File: src/rtl/seg_scan_driver_if.sv
// Cell pattern bus from the traffic display encoder (master) to the scan driver (slave).
// Each cell holds segments g..a in [6:0] and the decimal point in [7], all active-low.
interface seg_scan_driver_if;
  logic [7:0] Cell0_i;
  logic [7:0] Cell1_i;
  logic [7:0] Cell2_i;
  logic [7:0] Cell3_i;

  modport master (output Cell0_i, output Cell1_i, output Cell2_i, output Cell3_i);
  modport slave  (input  Cell0_i, input  Cell1_i, input  Cell2_i, input  Cell3_i);
endinterface

File: src/rtl/seg_scan_driver.sv
// Time-multiplexes four cell patterns onto a common-anode 4-digit display.
// Each digit slot opens with an all-off blank window, and PWM gates the active part.
module seg_scan_driver #(
  parameter int REFRESH_DIV  = 50000,
  parameter int BLANK_CYCLES = 16
) (
  input  logic                clk,
  input  logic                rst,
  seg_scan_driver_if.slave    cells,
  input  logic                en_i,
  input  logic [2:0]          bright_i,
  output logic [6:0]          seg_o,
  output logic                dp_o,
  output logic [3:0]          an_o,
  output logic                frame_sync_o
);

  localparam int CW = (REFRESH_DIV > 2) ? $clog2(REFRESH_DIV) : 1;
  localparam logic [CW-1:0] TMR_TOP = CW'(REFRESH_DIV - 1);
  localparam logic [CW-1:0] ACT_TOP = CW'(REFRESH_DIV - 1 - BLANK_CYCLES);

  // slot_tmr counts down from TMR_TOP, so slot position cnt = TMR_TOP - slot_tmr
  logic [CW-1:0] slot_tmr;
  logic [1:0]    idx;
  logic [2:0]    pwm;
  logic [7:0]    frame [4];

  logic       slot_end;
  logic       snap;
  logic       on;
  logic [7:0] sel_cell;

  assign slot_end = (slot_tmr == '0);
  assign snap     = (slot_tmr == TMR_TOP) && (idx == 2'd0);
  assign sel_cell = frame[idx];
  assign on       = en_i && (slot_tmr <= ACT_TOP) && (pwm <= bright_i);

  always_ff @(posedge clk or negedge rst) begin
    if (!rst) begin
      slot_tmr <= TMR_TOP;
      idx      <= 2'd0;
      pwm      <= 3'd0;
    end else begin
      pwm <= pwm + 3'd1;
      if (slot_end) begin
        slot_tmr <= TMR_TOP;
        idx      <= idx + 2'd1;
      end else begin
        slot_tmr <= slot_tmr - 1'b1;
      end
    end
  end

  // All four cells are captured together so every digit of a frame is coherent.
  always_ff @(posedge clk or negedge rst) begin
    if (!rst) begin
      for (int k = 0; k < 4; k++) frame[k] <= 8'hFF;
    end else if (snap) begin
      frame[0] <= cells.Cell0_i;
      frame[1] <= cells.Cell1_i;
      frame[2] <= cells.Cell2_i;
      frame[3] <= cells.Cell3_i;
    end
  end

  // Segments are only driven while an anode is on, which keeps ghosting out.
  always_ff @(posedge clk or negedge rst) begin
    if (!rst) begin
      an_o         <= 4'b1111;
      seg_o        <= 7'h7F;
      dp_o         <= 1'b1;
      frame_sync_o <= 1'b0;
    end else begin
      frame_sync_o <= snap;
      if (on) begin
        an_o  <= ~(4'b0001 << idx);
        seg_o <= sel_cell[6:0];
        dp_o  <= sel_cell[7];
      end else begin
        an_o  <= 4'b1111;
        seg_o <= 7'h7F;
        dp_o  <= 1'b1;
      end
    end
  end

endmodule

File: src/flat_wrapper.sv
// flat-port wrapper written by rule: the top's interface ports become plain ports
module seg_scan_driver_flat 
#(
  parameter int REFRESH_DIV  = 50000,
  parameter int BLANK_CYCLES = 16
)
  (clk, rst, en_i, bright_i, seg_o, dp_o, an_o, frame_sync_o, cells_Cell0_i, cells_Cell1_i, cells_Cell2_i, cells_Cell3_i);
  seg_scan_driver_if cells_i ();
  input  logic clk;
  input  logic rst;
  input  logic en_i;
  input  logic [2:0] bright_i;
  output logic [6:0] seg_o;
  output logic dp_o;
  output logic [3:0] an_o;
  output logic frame_sync_o;
  input wire logic [$bits(cells_i.Cell0_i)-1:0] cells_Cell0_i;
  input wire logic [$bits(cells_i.Cell1_i)-1:0] cells_Cell1_i;
  input wire logic [$bits(cells_i.Cell2_i)-1:0] cells_Cell2_i;
  input wire logic [$bits(cells_i.Cell3_i)-1:0] cells_Cell3_i;
  assign cells_i.Cell0_i = cells_Cell0_i;
  assign cells_i.Cell1_i = cells_Cell1_i;
  assign cells_i.Cell2_i = cells_Cell2_i;
  assign cells_i.Cell3_i = cells_Cell3_i;
  seg_scan_driver #(.REFRESH_DIV(REFRESH_DIV), .BLANK_CYCLES(BLANK_CYCLES)) u_core (.clk(clk), .rst(rst), .cells(cells_i), .en_i(en_i), .bright_i(bright_i), .seg_o(seg_o), .dp_o(dp_o), .an_o(an_o), .frame_sync_o(frame_sync_o));
endmodule
File: config.mk
export PLATFORM = sky130hd
export DESIGN_NAME = seg_scan_driver_flat
export DESIGN_NICKNAME = d
export VERILOG_FILES = /design/src/rtl/seg_scan_driver_if.sv /design/src/rtl/seg_scan_driver.sv /design/src/flat_wrapper.sv
export SDC_FILE = /design/constraint.sdc
export NUM_CORES = 1
export LEC_CHECK = 0
export ABC_AREA = 1
export BUFFER_PORTS_ARGS = -buffer_cell sky130_fd_sc_hd__buf_2
export CAP_MARGIN = 20
export CORE_MARGIN = 2
export CORE_UTILIZATION = 61
export DETAILED_ROUTE_END_ITERATION = 16
export PLACE_DENSITY_LB_ADDON = 0.25
export REMOVE_ABC_BUFFERS = 1
export SETUP_SLACK_MARGIN = 0.15
export SYNTH_ARGS = -nofsm -noshare
export SYNTH_HDL_FRONTEND = slang
export SYNTH_SLANG_ARGS = --single-unit
File: constraint.sdc
create_clock -name clk -period 5 [get_ports clk]
set_clock_uncertainty 0.15 [all_clocks]
set_input_delay 1 -clock clk [delete_from_list [all_inputs] [get_ports clk]]
set_output_delay 1 -clock clk [all_outputs]
set_load 0.01 [all_outputs]
# Word-level counts from Yosys, hierarchy flattened
# Index checks and enable logic that the tools add are counted.
[word_totals] out_inout_bits=13 reg_bits=66 wordCells=33
[classes] n_mux=7 reduce_logical=5 n_bitwise=2 add_sub_neg=3 n_eq_ne=1 n_shift=1 magnitude_cmp=3
[ops] cell="8-bit binary-select mux with 2-bit select" n=1
[ops] cell="16-bit == test, second input constant" n=1
[ops] cell="16-bit <= comparator, second input constant" n=1
[ops] cell="16-bit zero test" n=1
[ops] cell="16-bit 2-to-1 mux" n=1
[ops] cell="8-bit 2-to-1 mux" n=2
[ops] cell="16-bit by 1-bit subtractor with 16-bit output, second input constant" n=1
[ops] cell="7-bit 2-to-1 mux" n=1
[ops] cell="4-bit 2-to-1 mux" n=1
[ops] cell="4-bit inverter" n=1
[ops] cell="1-bit by 2-bit << shifter with 4-bit output, first input constant" n=1
[ops] cell="3-bit by 1-bit adder with 3-bit output, second input constant" n=1
[ops] cell="3-bit greater-or-equal comparator, second input constant" n=1
[ops] cell="3-bit <= comparator" n=1
[ops] cell="1-bit logical AND" n=3
[ops] cell="2-bit inverter with 3-bit output" n=1
[ops] cell="2-bit by 1-bit adder with 2-bit output, second input constant" n=1
[ops] cell="2-bit zero test" n=1
[ops] cell="1-bit 2-to-1 mux" n=1

# Logic depth before layout (Yosys ltp)
# Gate-level depths: netlist of the first run.
[logic_depth] word_depth=5 depth_mapped=10

# Worst setup path after synthesis of the first run
# No wires, ideal clock.
[synth_path] path_kind="input-to-reg" from="in bright_i[2]" to="reg u_core.an_o[0]" stages=7 n_path_buf=1 t_arrival_ns=1.977 setup_slack_ns=2.775 cell_sequence="inv_1 -> ha_1 -> a21oi_1 -> nand2_1 -> nand2_1 -> clkbuf_1 -> nand4_1"
[synth_between] elab_chain_len=3
[synth_lines] item="start: declaration" line_no="flat_wrapper.sv:12" source="input logic [2:0] bright_i;"
[synth_lines] item="3-bit <= comparator" line_no="seg_scan_driver.sv:36" source="assign on = en_i && (slot_tmr <= ACT_TOP) && (pwm <= bright_i);"
[synth_lines] item="1-bit logical AND" line_no="seg_scan_driver.sv:36"
[synth_lines] item="4-bit 2-to-1 mux" line_no="seg_scan_driver.sv:75" source="if (on) begin"
[synth_lines] item="end signal: assignment" line_no="seg_scan_driver.sv:76" source="an_o <= ~(4'b0001 << idx);"
[synth_lines] item="end: declaration" line_no="seg_scan_driver.sv:14" source="output logic [3:0] an_o,"
# Every way passes these cells.
# A chain may end at the register's enable or synchronous reset.

# Final worst setup path of the first run
[layout_path] from="reg u_core.idx[0]" to="reg u_core.frame[7] (netlist name)"
[layout_between] elab_chain_len=2
[layout_lines] item="start: declaration" line_no="seg_scan_driver.sv:24" source="logic [1:0] idx;"
[layout_lines] item="start signal: assignment" line_no="seg_scan_driver.sv:47" source="idx <= idx + 2'd1;"
[layout_lines] item="2-bit zero test" line_no="seg_scan_driver.sv:34" source="assign snap = (slot_tmr == TMR_TOP) && (idx == 2'd0);"
[layout_lines] item="1-bit logical AND" line_no="seg_scan_driver.sv:34"
[layout_lines] item="end: declaration" line_no="seg_scan_driver.sv:26" source="logic [7:0] frame [4];"
# Every way passes these cells.

==> results of run 1 <==
-- how the worst max path moves through the flow --
stage | startpoint | endpoint | slack (ns) | depth (start not counted)
2_1_floorplan | u_core.idx[0] | u_core.frame[0] | 2.78 | 7
3_3_place_gp | u_core.idx[0] | u_core.frame[24] | 2.34 | 7
3_5_place_dp | u_core.idx[0] | u_core.frame[7] | 2.22 | 7
4_1_cts | u_core.idx[0] | u_core.frame[7] | 2.21 | 7
5_1_grt | u_core.idx[0] | u_core.frame[7] | 1.98 | 7
6_report | u_core.idx[0] | u_core.frame[7] | 2.20 | 7
-- state kept, by name (all words and copies together), names as in the netlist --
| name | count |
|---|---|
| u_core.pwm | 3 |
| u_core.seg_o | 7 |
| u_core.dp_o | 1 |
| u_core.slot_tmr | 16 |
| u_core.frame | 32 |
| u_core.idx | 2 |
| u_core.an_o | 4 |
| u_core.frame_sync_o | 1 |
-- per-stage QoR --
stage / instance area (um^2) / cells / power, mW / util [%] / hold slack [ns]
floorplan: 3100 / 358 / 0.549 / - / 0.268
global placement: 3450 / 479 / 0.576 / 67.5 / 0.285
detailed placement: 3450 / 479 / 0.576 / 67.5 / 0.305
CTS: 3670 / 495 / 1.06 / 71.8 / 0.316
global route: 3670 / 495 / 1.09 / 71.8 / 0.325
finish: 3670 / 495 / 1.06 / 71.8 / 0.312
-- area by class of cell --
| cell class | count | share of cell area [%] |
|---|---|---|
| Sequential cell | 66 | 46.8 |
| Multi-Input combinational cell | 276 | 36.2 |
| Timing Repair Buffer | 51 | 7.03 |
| Clock buffer | 9 | 3.38 |
| Clock inverter | 7 | 2.56 |
| Tap cell | 70 | 2.39 |
| Inverter | 16 | 1.64 |
-- cell usage in the layout (no fill, tap or decap), types with 2 or more instances in the layout --
master / instances
inv_2: 5
clkbuf_8: 9
ha_1: 10
buf_2: 50
a21oi_1: 5
nor2_4: 3
bufinv_16: 2
nor2_1: 23
dfrtp_1: 13
nand4_1: 13
xor2_1: 5
inv_1: 10
nand2_1: 143
nand3_1: 63
nor2_2: 3
dfstp_2: 53
clkinv_2: 2
clkinvlp_4: 2
-- per-layer routing --
layer | share of wire [%] | track usage, %
met1 | 46 | 32.4
met2 | 48 | 37.7
met3 | 4.9 | 4.00
met4 | 1.2 | 12.2
met5 | 0 | 0
-- worst register-to-register path: stages, from the launching register on --
cell,delay (ns)
dfrtp_1,0.62
inv_2,0.37
ha_1,0.23
nand4_1,0.14
nor2_4,0.59
nand2_4,0.38
nand2_1,0.16
nand2_1,0.07
-- report_power, final --
group	switching, mW	leakage [nW]	total (mW)	internal (mW)
clock	0.211	0.105	0.491	0.279
sequential	0.0000826	0.724	0.537	0.537
combinational	0.0183	1.09	0.0303	0.0120
total	0.229	1.92	1.06	0.828
-- cell families (layout without fill, tap and decap cells) --
kind of cell	count (synthesis)	in the layout	share of synthesized area, %
AOI/OAI and AO/OA	7	7	1.09
xor gates and xnor gates	6	6	1.63
adders and majority gates	10	10	3.88
buffers and inverters	33	83	5.66
DFF	66	66	53.2
and+or+nand+nor	253	253	34.5
==> metrics.md, run 1 <==
| Metric | Value |
|---|---|
| VDD IR-drop max | between 150 and 200 uV |
| Syn-to-layout area delta | 13.6% |
| Layout cell share with drive strength beyond 1 | a little under a third |
| Synth cell types | 26 |
| Synth top cells by count | nand2_1 (143), nand3_1 (63), dfstp_2 (53) |
| Post-DP HPWL | 4.37 mm |
| Synth top area cells | dfstp_2 (43%), nand2_1 (17%), dfrtp_1 (10%), nand3_1 (9.8%), ha_1 (3.9%) |
| Critical path arrival | 2.91 ns |
| Reg2reg end | u_core.frame[7] |
| Clk sinks | 66 |
| Setup_tns | 0 ns |
| Filler cell count in the final layout | 397 |
| Slew HR | 45.6% |
| CP top delay family | simple AND/OR/NAND/NOR gates |
| Die area | 5890 um^2 |
| ANT cells | 0 |
| Reg2reg start | u_core.idx[0] |
| Core area | 5110 um^2 |
| Hold Buf Count CTS | 0 |
| Cell with the most instances after synthesis | nand2_1 |
| Gpl congestion | between 0.8 and 0.9 |
| Drt pass-1 iters | 5 |
| WHS Path Cells | 1 |
| Clock Tree Buf Depth | 2 |
| Post_cts resized | 0 |
| IO Pins | just over 50 |
| Worst reg-to-reg path cell count | 7 |
| Synth warn | 0 |
| Grt total ovfl | 0 |
| Chip height | around 77 um |
| Final setup viols | 0 |
| Multi-input logic area | about 1300 um^2 |
| Skew-Pair Late Insertion Delay | 0.34 ns |
| Critical path, cell by cell | inv_2, ha_1, nand4_1, nor2_4, nand2_4, nand2_1, nand2_1 |
| Synth Flop Type | dfstp_2 |
| Hold_sp | u_core.pwm[0] |
| DR iter-0 viols | ~180 |
| First-pass GRT wire length | 11.2 mm |
| Worst Path Max Fanout | 33 |
| H-Tree Level Count | 3 |
| Post-synth EDFFs | 0 |
| Routed WL per cell | ~13 um |
| Smallest setup slack after layout | about 2.2 ns |
| Clock buffer count from CTS | 9 |
| Die W | 76.7 um |
| Result of the run | finished clean |
| Tightest Hold Check Type | flip-flop to flip-flop |
| Crit start category | flip-flop |
| Clk Tree Root Cell | clkbuf_8 |
| Vias | 2,605 |
| CP bufs+invs | 1 |
| Row Count | 26 |
| Post-DRT Antenna Nets | 0 |
| Pwr per Cell Area | roughly 290 nW/um^2 |
| Routed vias/inst | approximately 5.3 |
| Leakage | ~1.9 nW |
| Mapped Cells | between 300 and 400 |
| Post-layout min period | approximately 2.8 ns |
| Most frequent CP cell | nand2_1 |
| Worst-Margin Slew | around 0.81 ns |
| Worst path slowest cell | dfrtp_1 |
| Seq/Total Area, Yosys | a little over half |
| CP required | between 5 and 6 ns |
| Port Buffers | 50 |
| Aggregate routed wire length | 6.43 mm |
| Synthesis-stage register bit count | 66 |
| CTS tree | done |
| Asr flop ratio synth | between 90% and 100% |
| Register Area | roughly 1700 um^2 |
| Clock Pin Slew Worst Setup and Hold Paths | 0.08 ns |
| Post-route clock period utilization | 56.0% |
| Crit-path max cell delay | roughly 0.62 ns |
| Synthesized area per cell | roughly 8.6 um^2 |
| Worst setup EP type | flip-flop |
| Max-cap violation count | 0 |
| Post-Syn Area | between 3000 and 4000 um^2 |
| WHS Endpoint | u_core.pwm[0] |
| Worst setup path class | flip-flop to flip-flop |
| Initial Util | 63.2% |
| Setup Buffers After CTS | 0 |
| Total GRT Usage | around a quarter |
| Max Freq | 0.357 GHz |
| Largest net degree at the start of global routing | between 40 and 50 |
| Initial antenna violation count | 0 |
| Nets@finish | between 400 and 500 |
| RSZ-0062 raised after global routing | false |
| Slew Viols, Final | 0 |
| Yosys top cell area share | roughly 43% |
| Leading area contributor after synthesis | dfstp_2 |
| DR DRC count | 0 |
| Final hold violation count | 0 |
| Pre-CTS setup slack | approximately 2.2 ns |
| Vias in the first global route | around 2,400 |
| R2r setup slk | approximately 2.2 ns |
(Power assumes the default switching activity.)
==> run 2, diff against run 1 <==
--- a/config.mk
+++ b/config.mk
@@ -9,7 +9,7 @@
 export BUFFER_PORTS_ARGS = -buffer_cell sky130_fd_sc_hd__buf_2
 export CAP_MARGIN = 20
 export CORE_MARGIN = 2
-export CORE_UTILIZATION = 61
+export CORE_UTILIZATION = 56
 export DETAILED_ROUTE_END_ITERATION = 16
 export PLACE_DENSITY_LB_ADDON = 0.25
 export REMOVE_ABC_BUFFERS = 1
==> constraint.sdc (replaced) <==
create_clock -name clk -period 2.69 [get_ports clk]
set_clock_uncertainty 0.15 [all_clocks]
set_input_delay 0.538 -clock clk [delete_from_list [all_inputs] [get_ports clk]]
set_output_delay 0.538 -clock clk [all_outputs]
set_load 0.01 [all_outputs]
==> run 2 against run 1 <==
- first-iteration DRC count up 3.4%
- largest cell class unchanged
- non-clock buffer count increased by 5
- sequential power up 86%
- critical path type unchanged
- critical endpoint is now u_core.frame[5]
- largest power group unchanged
- combinational power is 96% higher
==> metrics.md, run 2 (synthesis gave the netlist of run 1 again) <==
| Metric | Value |
|---|---|
| Result of the run | finished clean |
| Slew Viols, Final | 0 |
| Chip height | ~80 um |
| Max-cap violation count | 0 |
| Total GRT Usage | 22.6% |
| Drt pass-1 iters | 4 |
| Minimum hold slack | 0.0162 ns |
| P_int | approximately 1.3 mW |
| Top Registers | u_core.frame: 32 flops, u_core.slot_tmr: 16 flops, u_core.seg_o: 7 flops |
| Max Freq | about 0.47 GHz |
| Nets@finish | ~470 |
| Max reg flops | 32 |
| Sequential Power Share | roughly 58% |
| Worst setup EP type | flip-flop |
| Clk Tree Root Cell | clkbuf_8 |
| VDD IR-drop max | 258 uV |
| Clk pwr share | 39.0% |
| Setup_tns | 0 ns |
| Post-layout min period | 2.13 ns |
| DR iter-0 viols | around 180 |
| Net Sw Frac | between 20% and 30% |
| Initial Util | 58.2% |
| Skew-Pair Late Insertion Delay | between 0.3 and 0.4 ns |
| Hold Buf Count CTS | 0 |
| Aggregate routed wire length | about 6.4 mm |
| Die W | 79.9 um |
| Worst setup path class | flip-flop to flip-flop |
| ANT cells | 0 |
| Critical path arrival | ~2.2 ns |
| Gate power share | under 10% |
| RSZ-0062 raised after global routing | false |
| Core area | between 5000 and 6000 um^2 |
| Port Buffers | 50 |
| Routed WL per cell | ~13 um |
| Leakage | slightly below 2 nW |
| Filler cell count in the final layout | between 400 and 500 |
| Initial antenna violation count | 0 |
| Vias | between 2,000 and 3,000 |
| Final hold violation count | 0 |
| Post-route clock period utilization | slightly below 80% |
| Gpl congestion | between 0.8 and 0.9 |
| DR DRC count | 0 |
| Commonest non-fill, non-tap cells in the layout | nand2_1 (143), nand3_1 (63), dfstp_2 (53) |
| Largest net degree at the start of global routing | 45 |
| Die area | 6390 um^2 |
| Biggest register | u_core.frame |
| CP required | around 2.8 ns |
| Most common cell after layout, fill and taps aside | nand2_1 |
| Final setup viols | 0 |
| Tightest Hold Check Type | input pin to async pin |
| Worst-Margin Slew | just over 0.5 ns |
| Layout cell share with drive strength beyond 1 | a little under a third |
| First-pass GRT wire length | about 11 mm |
| Clk sinks | between 60 and 70 |
| Slew HR | about two thirds |
| H-Tree Level Count | 3 |
| Worst Path Max Fanout | 33 |
| Pwr per Cell Area | 474 nW/um^2 |
| Post-DP HPWL | approximately 4.4 mm |
| Routed vias/inst | slightly above 5 |
| IO Pins | 51 |
| Crit. Startpoint | u_core.idx[0] |
| Post-DRT Antenna Nets | 0 |
| Syn-to-layout area delta | 13.2% |
| Setup Buffers After CTS | 0 |
| Post_cts resized | 0 |
| Clock Tree Buf Depth | 2 |
| Row Count | 27 |
| Vias in the first global route | about 2,400 |
| Crit start category | flip-flop |
| Grt total ovfl | 0 |
| CTS tree | done |
| Clock Pin Slew Worst Setup and Hold Paths | about 0.07 ns |
| Clock buffer count from CTS | 9 |
| Reg2reg start | u_core.idx[0] |
| NetSw | ~0.39 mW |
==> run 2: cell types whose count changed in the layout (fill, tap and decap cells not counted), sizes merged <==
| cell | before | now |
|---|---|---|
| buf | 51 | 56 |
| clkbuf | 9 | 11 |
| clkinv | 4 | 5 |
| clkinvlp | 2 | 0 |
| bufinv | 2 | 0 |
==> run 2: worst max-delay path: stages (launching register included) <==
cell	delay, ns
dfrtp_1	0.39
inv_2	0.26
ha_1	0.23
nand4_1	0.15
nor2_4	0.34
nand2_4	0.28
nand2_1	0.17
nand2_1	0.07
==> run 2: layout make-up <==
cell class / count / area [um^2] / share of cell area (%)
tap: 72 / 90.1 / 2.47
multi-input combinational: 276 / 1330 / 36.3
inverter: 16 / 60.1 / 1.64
clock inverter: 4 / 20.0 / 0.548
clock buffer: 11 / 131 / 3.60
sequential: 66 / 1720 / 47.0
timing repair buffer: 56 / 308 / 8.42
==> run 2: routing by layer <==
layer,routed length [um],track usage [%]
met5,0,0
met4,150,12.5
met3,278,4.07
met2,3020,36.3
met1,2900,28.8
==> run 2: path summary, 6_finish.rpt <==
path	cells past startpoint	to	slack (ns)
max	7	u_core.frame[5]	0.56
max reg2reg	7	u_core.frame[5]	0.56
min in group clk	3	u_core.frame[16]	0.25
min	1	u_core.frame_sync_o	0.02
max in group asynchronous	2	u_core.slot_tmr[3]	1.72
min reg2reg	1	u_core.pwm[0]	0.30
==> run 2: through the flow <==
step	area (um^2)	total power, mW	setup WS [ns]	instances	util, %
global route	3650	1.81	0.410	501	65.9
floorplan	3100	1.02	0.467	358	-
finish	3650	1.73	0.564	501	65.9
global placement	3500	1.07	0.696	486	63.2
detailed placement	3500	1.07	0.616	486	63.2
CTS	3650	1.76	0.553	501	65.9
==> run 2: power groups by stage <==
stage,Sequential [mW],Clock (mW),Combinational [mW]
final,0.999,0.675,0.0593
after global placement,1.01,0,0.0591
after CTS,0.998,0.696,0.0608
after floorplan,1.01,0,0.00594
after detailed placement,1.01,0,0.0607
after global routing,0.998,0.742,0.0673
==> run 3, diff against run 2 <==
--- a/config.mk
+++ b/config.mk
@@ -9,7 +9,7 @@
 export BUFFER_PORTS_ARGS = -buffer_cell sky130_fd_sc_hd__buf_2
 export CAP_MARGIN = 20
 export CORE_MARGIN = 2
-export CORE_UTILIZATION = 56
+export CORE_UTILIZATION = 51
 export DETAILED_ROUTE_END_ITERATION = 16
 export PLACE_DENSITY_LB_ADDON = 0.25
 export REMOVE_ABC_BUFFERS = 1
==> constraint.sdc (replaced) <==
create_clock -name clk -period 1.9 [get_ports clk]
set_clock_uncertainty 0.15 [all_clocks]
set_input_delay 0.38 -clock clk [delete_from_list [all_inputs] [get_ports clk]]
set_output_delay 0.38 -clock clk [all_outputs]
set_load 0.01 [all_outputs]
==> run 3 against run 2 <==
- final area up 7.5%
- worst setup slack worse by 0.37 ns
- final cell count up 3.8%
- utilization down 0.77 points
- clock power up 94%
- critical path depth unchanged
- hold slack better by 0.067 ns
- sequential cell count unchanged
- highest routed layer unchanged
==> metrics.md, run 3 (synthesis gave the netlist of run 1 again) <==
| Metric | Value |
|---|---|
| Gpl congestion | ~0.92 |
| Smallest setup slack after layout | approximately 0.19 ns |
| Core area | 6030 um^2 |
| Clock Tree Buf Depth | 2 |
| Fin area | just under 4000 um^2 |
| Clock buffer count from CTS | 9 |
| Final hold violation count | 0 |
| RSZ-0062 raised after global routing | true |
| Clock Pin Slew Worst Setup and Hold Paths | about 0.08 ns |
| Max reg flops | 32 |
| Worst reg-to-reg path cell count | 7 |
| Chip height | 83.5 um |
| Vias | around 2,700 |
| Reg2reg end | u_core.frame[28] |
| Worst setup EP type | flip-flop |
| Crit start category | flip-flop |
| Non-Filler Instances | 520 |
| Area after DPL | 3540 um^2 |
| Routed WL per cell | 13.7 um |
| Leakage | between 2 and 2.5 nW |
| Register Area | between 1500 and 2000 um^2 |
| Worst-Margin Slew | about 0.34 ns |
| Die W | between 80 and 90 um |
| Post-DP HPWL | 4.30 mm |
| Worst path slowest cell | dfstp_2 |
| DR DRC count | 0 |
| DR iter-0 viols | around 160 |
| Tightest Hold Check Type | input pin to flip-flop |
| Vias in the first global route | roughly 2,500 |
| VDD IR-drop max | ~440 uV |
| Port Buffers | 50 |
| Total GRT Usage | between 20% and 30% |
| Pre-CTS setup slack | around 0.11 ns |
| Pwr per Cell Area | just over 700 nW/um^2 |
| CTS tree | done |
| Skew-Pair Late Insertion Delay | 0.35 ns |
| Worst Path Max Fanout | 15 |
| Initial Util | approximately 54% |
| Slew Viols, Final | 0 |
| Total Power | roughly 2.8 mW |
| Max Freq | between 0.5 and 0.6 GHz |
| Final core utilization | about two thirds |
| Nets@finish | about 500 |
| Aggregate routed wire length | about 7 mm |
| Biggest register | u_core.frame |
| IO Pins | 51 |
| Multi-input logic area | ~1400 um^2 |
| Clk Tree Root Cell | clkbuf_8 |
| Clk sinks | 66 |
| Routed vias/inst | 5.17 |
| Slew HR | between 70% and 80% |
| ANT cells | 0 |
| Grt total ovfl | 0 |
| Top Registers | u_core.frame: 32 flops, u_core.slot_tmr: 16 flops, u_core.seg_o: 7 flops |
| R2r setup slk | about 0.19 ns |
| Most common cell after layout, fill and taps aside | nand2_1 |
| Result of the run | finished clean |
| Die area | between 6000 and 7000 um^2 |
| Layout cell share with drive strength beyond 1 | 34.6% |
| H-Tree Level Count | 3 |
| Drt pass-1 iters | 4 |
| Post-DRT Antenna Nets | 0 |
| Filler cell count in the final layout | between 500 and 600 |
| Crit. Startpoint | u_core.slot_tmr[0] |
| Crit-path max cell delay | roughly 0.56 ns |
| Worst setup path class | flip-flop to flip-flop |
| CP required | between 2 and 2.5 ns |
| Commonest non-fill, non-tap cells in the layout | nand2_1 (141), nand3_1 (63), dfstp_2 (53) |
| Placed cell count | 492 |
| First-pass GRT wire length | around 11 mm |
| Initial antenna violation count | 0 |
| Post-layout min period | between 1.5 and 2 ns |
| Row Count | 28 |
| Largest net degree at the start of global routing | 67 |
| Worst setup endpoint | u_core.frame[28] |
| Syn-to-layout area delta | 21.7% |
| Max-cap violation count | 0 |
| Reg2reg start | u_core.slot_tmr[0] |
| Final setup viols | 0 |
| Critical path arrival | 1.86 ns |
| Critical path, cell by cell | ha_1, nand4_1, nor2_4, buf_12, clkbuf_16, nand3_1, nand2_1 |
| Post-route clock period utilization | 89.8% |
[run 3: changes by cell type in the layout (fill, tap and decap cells not counted), moves of 2 or more]
cell,previous run,this run
clkbuf_16,0,2
buf_12,1,3
nand2_1,143,141
clkinvlp_4,0,2
bufinv_16,0,2
clkinv_2,4,0
buf_4,5,13
[run 3: metal layers]
layer / vias up / global-route usage [%] / wire (um)
met4: 0 / 10.6 / 163
li1: 1343 / - / -
met1: 1271 / 27.6 / 3210
met2: 59 / 31.7 / 3420
met5: - / 0 / 0
met3: 13 / 3.86 / 302
[run 3: report_power, final]
group          internal [mW]  leakage (nW)  switching [mW]
sequential              1.41         0.724        0.000221
clock                  0.776         0.103           0.538
combinational         0.0363          1.22          0.0502
[run 3: worst min path at each step]
stage                      from  cells past startpoint                  end  slack (ns)
3_5_place_dp                rst                      2        u_core.pwm[2]        0.27
3_3_place_gp                rst                      2        u_core.pwm[2]        0.27
6_report       cells_Cell2_i[4]                      3     u_core.frame[12]        0.08
4_1_cts        cells_Cell2_i[4]                      3     u_core.frame[12]        0.08
2_1_floorplan               rst                      0  u_core.frame_sync_o       -0.07
5_1_grt        cells_Cell2_i[0]                      3      u_core.frame[8]        0.09
[run 3: stage by stage]
step | hold slack (ns) | setup TNS, ns
after CTS | 0.0790 | 0
after detailed placement | 0.272 | 0
after global routing | 0.0912 | 0
final | 0.0828 | 0
after floorplan | -0.0656 | -10.59
after global placement | 0.266 | 0
[run 3: layout make-up]
| cell class | count | area share (%) |
|---|---|---|
| Sequential cell | 66 | 43.7 |
| Multi-Input combinational cell | 277 | 34.5 |
| Clock inverter | 4 | 1.91 |
| Timing Repair Buffer | 70 | 12.2 |
| Inverter | 16 | 1.53 |
| Tap cell | 75 | 2.39 |
| Clock buffer | 12 | 3.70 |
[run 3: critical path, delay by kind of cell (launching register included)]
kind | cells | cell delay [ns]
flops | 1 | 0.56
simple gates | 4 | 0.46
buf+inv | 2 | 0.32
fa+ha+maj | 1 | 0.16
[run 3: timing repair]
item,in CTS,in global routing
cloned,0,3
pin swaps,0,5
gates resized for setup,1,6
setup buffers,0,8
endpoints found under the setup margin,4,42
endpoints found under the hold margin,13,0
hold buffers,1,0
